$ cat src/rtl/wb_led_pwm_if.sv
// Wishbone classic slave bus bundle for the LED PWM controller.
// Master drives address/data/select/we/cyc/stb; slave returns read data and ack.
// Ports: adr, wdat, sel, we, cyc, stb (master->slave); rdat, ack (slave->master).
interface wb_led_pwm_if;
  logic [31:0] adr;
  logic [31:0] wdat;
  logic [3:0]  sel;
  logic        we;
  logic        cyc;
  logic        stb;
  logic [31:0] rdat;
  logic        ack;

  modport master (output adr, wdat, sel, we, cyc, stb, input rdat, ack);
  modport slave  (input adr, wdat, sel, we, cyc, stb, output rdat, ack);
endinterface

$ cat src/rtl/wb_led_pwm.sv
// Wishbone LED controller: per-channel direct or shared-timebase PWM drive with a global blink gate.
// Latency: bus ack one clock after the access; o_leds one clock after internal state.
// Backpressure: none; every access acks on the next clock, so a held strobe acks every other cycle.
// Ports: i_clk, i_reset_n (async active-low), o_leds (registered LED drive), bus (Wishbone slave modport).
module wb_led_pwm #(
  parameter int NUM_LEDS      = 8,
  parameter int PWM_BITS      = 8,
  parameter int PRESCALE_BITS = 16
) (
  input  logic                i_clk,
  input  logic                i_reset_n,
  output logic [NUM_LEDS-1:0] o_leds,
  wb_led_pwm_if.slave         bus
);

  // Configuration registers
  logic [1:0]               ctrl_q;
  logic [NUM_LEDS-1:0]      direct_q;
  logic [NUM_LEDS-1:0]      mode_q;
  logic [PRESCALE_BITS-1:0] presc_q;
  logic [15:0]              blink_q;
  logic [PWM_BITS-1:0]      duty_q   [NUM_LEDS];
  logic [PWM_BITS-1:0]      shadow_q [NUM_LEDS];

  // Timebase and output state
  logic [PRESCALE_BITS-1:0] presc_cnt_q;
  logic [PWM_BITS-1:0]      pwm_cnt_q;
  logic [15:0]              blink_cnt_q;
  logic                     phase_q;
  logic [NUM_LEDS-1:0]      leds_q, leds_d;
  logic                     ack_q;
  logic [31:0]              rdat_q, rdat_d;

  logic [5:0]  widx;
  logic        access, wr_en, tick, boundary;
  logic [31:0] rd_word, wr_word;
  logic        unused_bits;

  assign widx   = bus.adr[7:2];
  assign access = bus.cyc & bus.stb & ~ack_q;
  assign wr_en  = access & bus.we;
  assign unused_bits = ^{bus.adr[31:8], bus.adr[1:0], wr_word};

  // >= rather than == so that lowering PRESC below the running count wraps at once.
  assign tick     = (presc_cnt_q >= presc_q);
  assign boundary = tick & (&pwm_cnt_q);

  // Read mux; fields narrower than 32 bits zero-extend.
  always_comb begin
    rd_word = '0;
    case (widx)
      6'd0: rd_word = 32'(ctrl_q);
      6'd1: rd_word = 32'(direct_q);
      6'd2: rd_word = 32'(mode_q);
      6'd3: rd_word = 32'(presc_q);
      6'd4: rd_word = 32'(blink_q);
      6'd5: rd_word = (32'(pwm_cnt_q) << 16) | {31'b0, phase_q};
      default: begin
        for (int n = 0; n < NUM_LEDS; n++) begin
          if (widx == 6'(16 + n)) rd_word = 32'(duty_q[n]);
        end
      end
    endcase
  end

  // Byte-lane merge of write data over the current register contents.
  always_comb begin
    wr_word = rd_word;
    for (int b = 0; b < 4; b++) begin
      if (bus.sel[b]) wr_word[8*b +: 8] = bus.wdat[8*b +: 8];
    end
  end

  assign rdat_d = access ? rd_word : '0;

  always_comb begin
    leds_d = '0;
    for (int n = 0; n < NUM_LEDS; n++) begin
      leds_d[n] = ctrl_q[0] & phase_q &
                  (mode_q[n] ? (pwm_cnt_q < shadow_q[n]) : direct_q[n]);
    end
  end

  // Bus-side register file and handshake
  always_ff @(posedge i_clk or negedge i_reset_n) begin
    if (!i_reset_n) begin
      ctrl_q   <= '0;
      direct_q <= '0;
      mode_q   <= '0;
      presc_q  <= '0;
      blink_q  <= '0;
      for (int n = 0; n < NUM_LEDS; n++) duty_q[n] <= '0;
      ack_q    <= 1'b0;
      rdat_q   <= '0;
    end else begin
      ack_q  <= access;
      rdat_q <= rdat_d;
      if (wr_en) begin
        case (widx)
          6'd0: ctrl_q   <= wr_word[1:0];
          6'd1: direct_q <= wr_word[NUM_LEDS-1:0];
          6'd2: mode_q   <= wr_word[NUM_LEDS-1:0];
          6'd3: presc_q  <= wr_word[PRESCALE_BITS-1:0];
          6'd4: blink_q  <= wr_word[15:0];
          default: begin
            for (int n = 0; n < NUM_LEDS; n++) begin
              if (widx == 6'(16 + n)) duty_q[n] <= wr_word[PWM_BITS-1:0];
            end
          end
        endcase
      end
    end
  end

  // Timebase, duty shadows, blink and output register
  always_ff @(posedge i_clk or negedge i_reset_n) begin
    if (!i_reset_n) begin
      presc_cnt_q <= '0;
      pwm_cnt_q   <= '0;
      blink_cnt_q <= '0;
      phase_q     <= 1'b0;
      for (int n = 0; n < NUM_LEDS; n++) shadow_q[n] <= '0;
      leds_q      <= '0;
    end else begin
      presc_cnt_q <= tick ? '0 : presc_cnt_q + 1'b1;
      if (tick) pwm_cnt_q <= pwm_cnt_q + 1'b1;
      // duty_q is sampled before this edge's bus write, so a coincident
      // DUTY write waits for the following boundary.
      if (boundary) begin
        for (int n = 0; n < NUM_LEDS; n++) shadow_q[n] <= duty_q[n];
      end
      if (!ctrl_q[1]) begin
        phase_q     <= 1'b1;
        blink_cnt_q <= '0;
      end else if (boundary) begin
        if (blink_cnt_q == blink_q) begin
          phase_q     <= ~phase_q;
          blink_cnt_q <= '0;
        end else begin
          blink_cnt_q <= blink_cnt_q + 1'b1;
        end
      end
      leds_q <= leds_d;
    end
  end

  assign o_leds   = leds_q;
  assign bus.ack  = ack_q;
  assign bus.rdat = rdat_q;

endmodule

$ cat src/flat_wrapper.sv
// flat-port wrapper written by rule: the top's interface ports become plain ports
module wb_led_pwm_flat 
#(
  parameter int NUM_LEDS      = 8,
  parameter int PWM_BITS      = 8,
  parameter int PRESCALE_BITS = 16
)
  (i_clk, i_reset_n, o_leds, bus_adr, bus_wdat, bus_sel, bus_we, bus_cyc, bus_stb, bus_rdat, bus_ack);
  wb_led_pwm_if bus_i ();
  input  logic i_clk;
  input  logic i_reset_n;
  output logic [NUM_LEDS-1:0] o_leds;
  input wire logic [$bits(bus_i.adr)-1:0] bus_adr;
  input wire logic [$bits(bus_i.wdat)-1:0] bus_wdat;
  input wire logic [$bits(bus_i.sel)-1:0] bus_sel;
  input wire logic [$bits(bus_i.we)-1:0] bus_we;
  input wire logic [$bits(bus_i.cyc)-1:0] bus_cyc;
  input wire logic [$bits(bus_i.stb)-1:0] bus_stb;
  output wire logic [$bits(bus_i.rdat)-1:0] bus_rdat;
  output wire logic [$bits(bus_i.ack)-1:0] bus_ack;
  assign bus_i.adr = bus_adr;
  assign bus_i.wdat = bus_wdat;
  assign bus_i.sel = bus_sel;
  assign bus_i.we = bus_we;
  assign bus_i.cyc = bus_cyc;
  assign bus_i.stb = bus_stb;
  assign bus_rdat = bus_i.rdat;
  assign bus_ack = bus_i.ack;
  wb_led_pwm #(.NUM_LEDS(NUM_LEDS), .PWM_BITS(PWM_BITS), .PRESCALE_BITS(PRESCALE_BITS)) u_core (.i_clk(i_clk), .i_reset_n(i_reset_n), .o_leds(o_leds), .bus(bus_i));
endmodule
$ cat config.mk
export PLATFORM = sky130hd
export DESIGN_NAME = wb_led_pwm_flat
export DESIGN_NICKNAME = d
export VERILOG_FILES = /design/src/rtl/wb_led_pwm_if.sv /design/src/rtl/wb_led_pwm.sv /design/src/flat_wrapper.sv
export SDC_FILE = /design/constraint.sdc
export NUM_CORES = 1
export LEC_CHECK = 0
export ABC_AREA = 1
export BUFFER_PORTS_ARGS = -buffer_cell sky130_fd_sc_hd__buf_2
export CORE_MARGIN = 3
export CORE_UTILIZATION = 50
export CTS_CLUSTER_SIZE = 24
export DETAILED_ROUTE_END_ITERATION = 12
export PLACE_DENSITY = 0.7
export SLEW_MARGIN = 20
export SYNTH_ARGS = -nofsm -noshare
export SYNTH_HDL_FRONTEND = slang
export SYNTH_SLANG_ARGS = --single-unit
$ cat constraint.sdc
create_clock -name i_clk -period 3.7 [get_ports i_clk]
set_clock_uncertainty 0.1 [all_clocks]
set_input_delay 0.37 -clock i_clk [delete_from_list [all_inputs] [get_ports i_clk]]
set_output_delay 0.37 -clock i_clk [all_outputs]
set_load 0.02 [all_outputs]
==> Yosys cells after proc, flatten, opt, wreduce, memory -nomap -nowiden <==
Index checks and enable logic that the tools add are counted.
{ "totals": {"register_bits": 260, "input_bits": 73, "elab_cells": 117} }
{ "classes": {"n_addsub": 3, "n_lt_le_gt_ge": 9, "n_eq_ne": 16, "muxes": 27, "bitwise": 17, "reduce_logical": 17} }
{ "op_table": {"columns": ["op", "count"], "rows": [
  ["32-bit case mux with 6 select lines", 1],
  ["8-bit 2-to-1 mux", 10],
  ["8-bit less-than comparator", 8],
  ["16-bit 2-to-1 mux", 4],
  ["6-bit by 5-bit == test with 1-bit output (second input constant)", 8],
  ["16-bit by 1-bit adder with 16-bit output (second input constant)", 2],
  ["32-bit 2-to-1 mux", 1],
  ["24-bit by 1-bit OR with 24-bit output", 1],
  ["3-bit AND reduction", 8],
  ["16-bit == test", 1],
  ["16-bit >= comparator", 1],
  ["1-bit bitwise AND", 13],
  ["6-bit by 2-bit == test with 1-bit output (second input constant)", 2],
  ["6-bit by 3-bit == test with 1-bit output (second input constant)", 2],
  ["2-bit AND reduction", 6],
  ["1-bit 2-to-1 mux", 11],
  ["8-bit by 1-bit adder with 8-bit output (second input constant)", 1],
  ["8-bit AND reduction", 1],
  ["6-bit by 1-bit == test with 1-bit output (second input constant)", 1],
  ["6-bit logical NOT", 1],
  ["5-bit OR reduction", 1],
  ["2-bit inequality test (second input constant)", 2],
  ["1-bit NOT", 3]
]} }

==> Longest topological paths before layout <==
{ "logic_depth": {"word_depth": 11, "depth_mapped": 15} }

==> Worst setup path after synthesis <==
Ideal clock, no wire load.
{ "synth_path": {"kind": "reg-to-reg", "from": "reg u_core.presc_cnt_q[9]", "to": "reg u_core.blink_cnt_q[10]", "setup_time_ns": 0.118, "t_arrival_ns": 1.845, "required_ns": 3.482, "path_slack_ns": 1.637, "path_stages_with_launch": 12, "path_buffers": 2, "cell_sequence": "dfrtp_1 -> ha_1 -> a21oi_1 -> o21ai_0 -> a21oi_1 -> nand3_2 -> nand2_2 -> inv_2 -> buf_6 -> buf_4 -> nand3_1 -> nand2_1"} }
{ "synth_via": {"elab_chain_len": 3} }
{ "synth_lines": {"columns": ["element", "line_no", "source"], "rows": [
  ["start: declaration", "wb_led_pwm.sv:26", "logic [PRESCALE_BITS-1:0] presc_cnt_q;"],
  ["start signal: assignment", "wb_led_pwm.sv:125", "presc_cnt_q <= tick ? '0 : presc_cnt_q + 1'b1;"],
  ["16-bit >= comparator", "wb_led_pwm.sv:45", "assign tick = (presc_cnt_q >= presc_q);"],
  ["1-bit bitwise AND", "wb_led_pwm.sv:46", "assign boundary = tick & (&pwm_cnt_q);"],
  ["2-bit inequality test (no source line)", null, null],
  ["end signal: assignment", "wb_led_pwm.sv:140", "blink_cnt_q <= blink_cnt_q + 1'b1;"],
  ["end: declaration", "wb_led_pwm.sv:28", "logic [15:0] blink_cnt_q;"]
]} }
No other way between the ends.
A chain may end at the register's enable or synchronous reset.

==> Final worst setup path <==
{ "layout_path": {"from": "reg u_core.pwm_cnt_q[1]", "to": "reg u_core.blink_cnt_q[2]"} }
{ "layout_via": {"elab_chain_len": 3} }
{ "layout_lines": {"columns": ["element", "line_no", "source"], "rows": [
  ["start: declaration", "wb_led_pwm.sv:27", "logic [PWM_BITS-1:0] pwm_cnt_q;"],
  ["start signal: assignment", "wb_led_pwm.sv:126", "if (tick) pwm_cnt_q <= pwm_cnt_q + 1'b1;"],
  ["8-bit AND reduction", "wb_led_pwm.sv:46", null],
  ["1-bit bitwise AND", "wb_led_pwm.sv:46", null],
  ["2-bit inequality test (no source line)", null, null]
]} }
No other way between the ends.

==> metrics <==
top-area cell type share of the netlist area=46.90%; Nets=1,825; critical path startpoint category=register; Seq/Total Area, Yosys=~47%; cell area after synthesis=13,450 um2; antenna violations before repair=0; RSZ-0062 raised after global routing=no; CTS buffer count=29; mux cell area share after synthesis=0%; CP endpoint=u_core.blink_cnt_q[2]; first-pass GRT wire length=between 60 and 70 mm; clock sink total=252; Async S/R FF share, synth=100.0%; Tcrit/Tclk final=79.99%; top_reg_cell synth=dfrtp_1; Die X=about 170 um; Placed Instance Area=13,920 um2; drt first pass iters=6; Die Ht=170.0 um; CTS tree=done; FMAX=~340 MHz; All-Layer GR Usage=26.62%; Wirelength per Cell=~19 um; final setup TNS=0 ns; Final Instance Area=about 15,000 um2; syn avg cell area=8.255 um2; min Tclk post-route=between 2 and 3 ns; Rows=59; vias in the first global route=11,120; post-cts resize count=0; Post-Synthesis Cells=~1,600; Core Region=between 20,000 and 30,000 um2; Port-buffer cells=61; post-synthesis compound-gate area fraction=9.016%; Simple-Gate Fraction of Synth Area=26.86%; main combinational cell family by area after synthesis=simple AND/OR/NAND/NOR gates; DRC Markers=0; synth top area cells=dfrtp_1 47%, nand2_1 13%, ha_1 7.0%, nand3_1 5.7%, inv_1 4.8%; Hold Path Class=in2reg; Worst Path Buf+Inv=1; Crit path top cell by count=nand2_1; Worst Path Arrival=3.29 ns; slowest stage delay, CP=0.79 ns; #FFs+latches synth=252; PD cells=between 500 and 600 nW/um2; leading area contributor after synthesis=dfrtp_1; sequential cell area=6306 um2; H-tree levels=1; CP Depth=8; die footprint=28,900 um2; Initial Utilization=51.17%; Req. time, crit path=roughly 4.0 ns; HPWL after DPL=roughly 26 mm; Final Hold Vio Count=0; setup bufs post-CTS=0; Ports=114; most common cell in the netlist=nand2_1; DRT iter0 DRCs=1,503; critical path's slowest cell=dfrtp_1; CP delay by family, top=simple AND/OR/NAND/NOR gates; EDFF count, synth=0; Post-Synth Adder-Cell Area=roughly 7%; Yosys cell types=45; R2R cell count=8; total number of vias=about 11,000; Hold-fix buffers, CTS=1; final slew viol count=0; Ys Warns=0; status=finished clean; RD Place Congestion=approximately 0.94; crit path cell chain=ha_1 -> nand4_1 -> nor3_1 -> nand2_2 -> nand2_1 -> inv_1 -> nand2_1 -> o21ai_0; Ant. Diodes=0; root buffer cell=clkbuf_16; routed wire length=38.05 mm; WS Path Type=reg2reg; CP Max Fanout=20; Vias/cell=between 5 and 6; post-synthesis xor/xnor area fraction=2.149%; largest net degree at the start of global routing=102; leak pwr=7.347 nW; setup violators final=0; r2r startpoint=u_core.pwm_cnt_q[1]; Slew HR=40.54%; Syn-to-layout area delta=11.58%; max_cap viols=0; clock transition at the registers of the reported paths=approximately 0.060 ns; CP Capture Type=register; grt ovf=0; Setup crit start=u_core.pwm_cnt_q[1]; layout cell share with drive strength beyond 1=between 10% and 20%; post-route ant nets=0; area occupied by multi-input gates=6082 um2; IR drop worst, VDD=approximately 0.32 mV; fillers=2,387; maximum clock path buffer count=3; FF-to-FF End=u_core.blink_cnt_q[2]; Worst-Skew Late Latency=between 0.5 and 0.6 ns; Synth top cells by count=448 x nand2_1, 252 x dfrtp_1, 172 x inv_1, 154 x nand3_1, 103 x o21ai_0; R2R Setup Slk=roughly 0.74 ns; slew of the pin with the lowest slew margin=0.8910 ns
## stage by stage
stage / instances / util, % / hold slack, ns / setup slack (ns) / total power, mW
floorplan: 1636 / - / -0.02559 / 1.637 / 3.973
global placement: 1980 / 52.95 / 0.3588 / 0.8464 / 4.519
detailed placement: 1980 / 52.95 / 0.3660 / 0.7722 / 4.587
CTS: 2035 / 57.09 / 0.03655 / 0.7423 / 7.814
global route: 2035 / 57.09 / 0.08782 / 0.4794 / 8.123
finish: 2035 / 57.09 / 0.05215 / 0.7404 / 7.789
## tightest hold or removal path: stages
cell and delay, ns:
buf_2 0.08, o21ai_0 0.10, o21ai_1 0.13
## worst min path at each step
stage,start,cells after the start,to
after floorplan,i_reset_n,0,u_core.blink_cnt_q[0]
after global placement,i_reset_n,1,u_core.presc_cnt_q[14]
after detailed placement,i_reset_n,1,u_core.presc_cnt_q[14]
after CTS,bus_wdat[13],3,u_core.presc_q[13]
after global routing,bus_wdat[8],3,u_core.presc_q[8]
final,bus_wdat[13],3,u_core.blink_q[13]
## power by group
part           internal [mW]  total, mW  leakage [nW]  switching [mW]
logic                  0.508       1.45          3.34           0.941
clock network           2.03       3.23         0.518            1.20
registers               2.85       3.11          3.49           0.264
total                   5.38       7.79          7.35            2.41
## registers in the layout (all words and copies together) (netlist names), 16 cells and up
name,cells
u_core.blink_cnt_q,16
u_core.blink_q,16
u_core.presc_cnt_q,16
u_core.shadow_q,64
u_core.bus.rdat,24
u_core.presc_q,16
u_core.duty_q,64
## area by class of cell
class                   count  area share, %
flip-flops and latches    252          42.03
multi-input cells        1138          40.54
clock buffers              38          5.395
inverters                 184          4.620
repair buffers             72          2.835
well taps                 335          2.794
clock inverters            16          1.793
## logic make-up after synthesis
logic type,count (synthesis)
AO/OA/AOI/OAI,221
XOR/XNOR,33
adder cells (fa/ha/maj),75
buffers and inverters,246
flip-flops,252
other,1
AND/OR/NAND/NOR,801
## layout by cell type (no fill, tap or decap), drive strengths merged, types with 31 or more instances in the layout
cell	instances
clkbuf	38
nand4	35
ha	75
nor2	94
a21oi	71
buf	71
nor3	31
inv	183
nand3	166
dfrtp	252
nand2	461
o21ai	115
## metal layers
| layer | track usage, % | share of wire, % |
|---|---|---|
| met3 | 5.017 | 9.1 |
| met2 | 40.40 | 43 |
| met1 | 38.83 | 44 |
| met5 | 0 | 0 |
| met4 | 8.571 | 3.6 |
(Power assumes the default switching activity.)
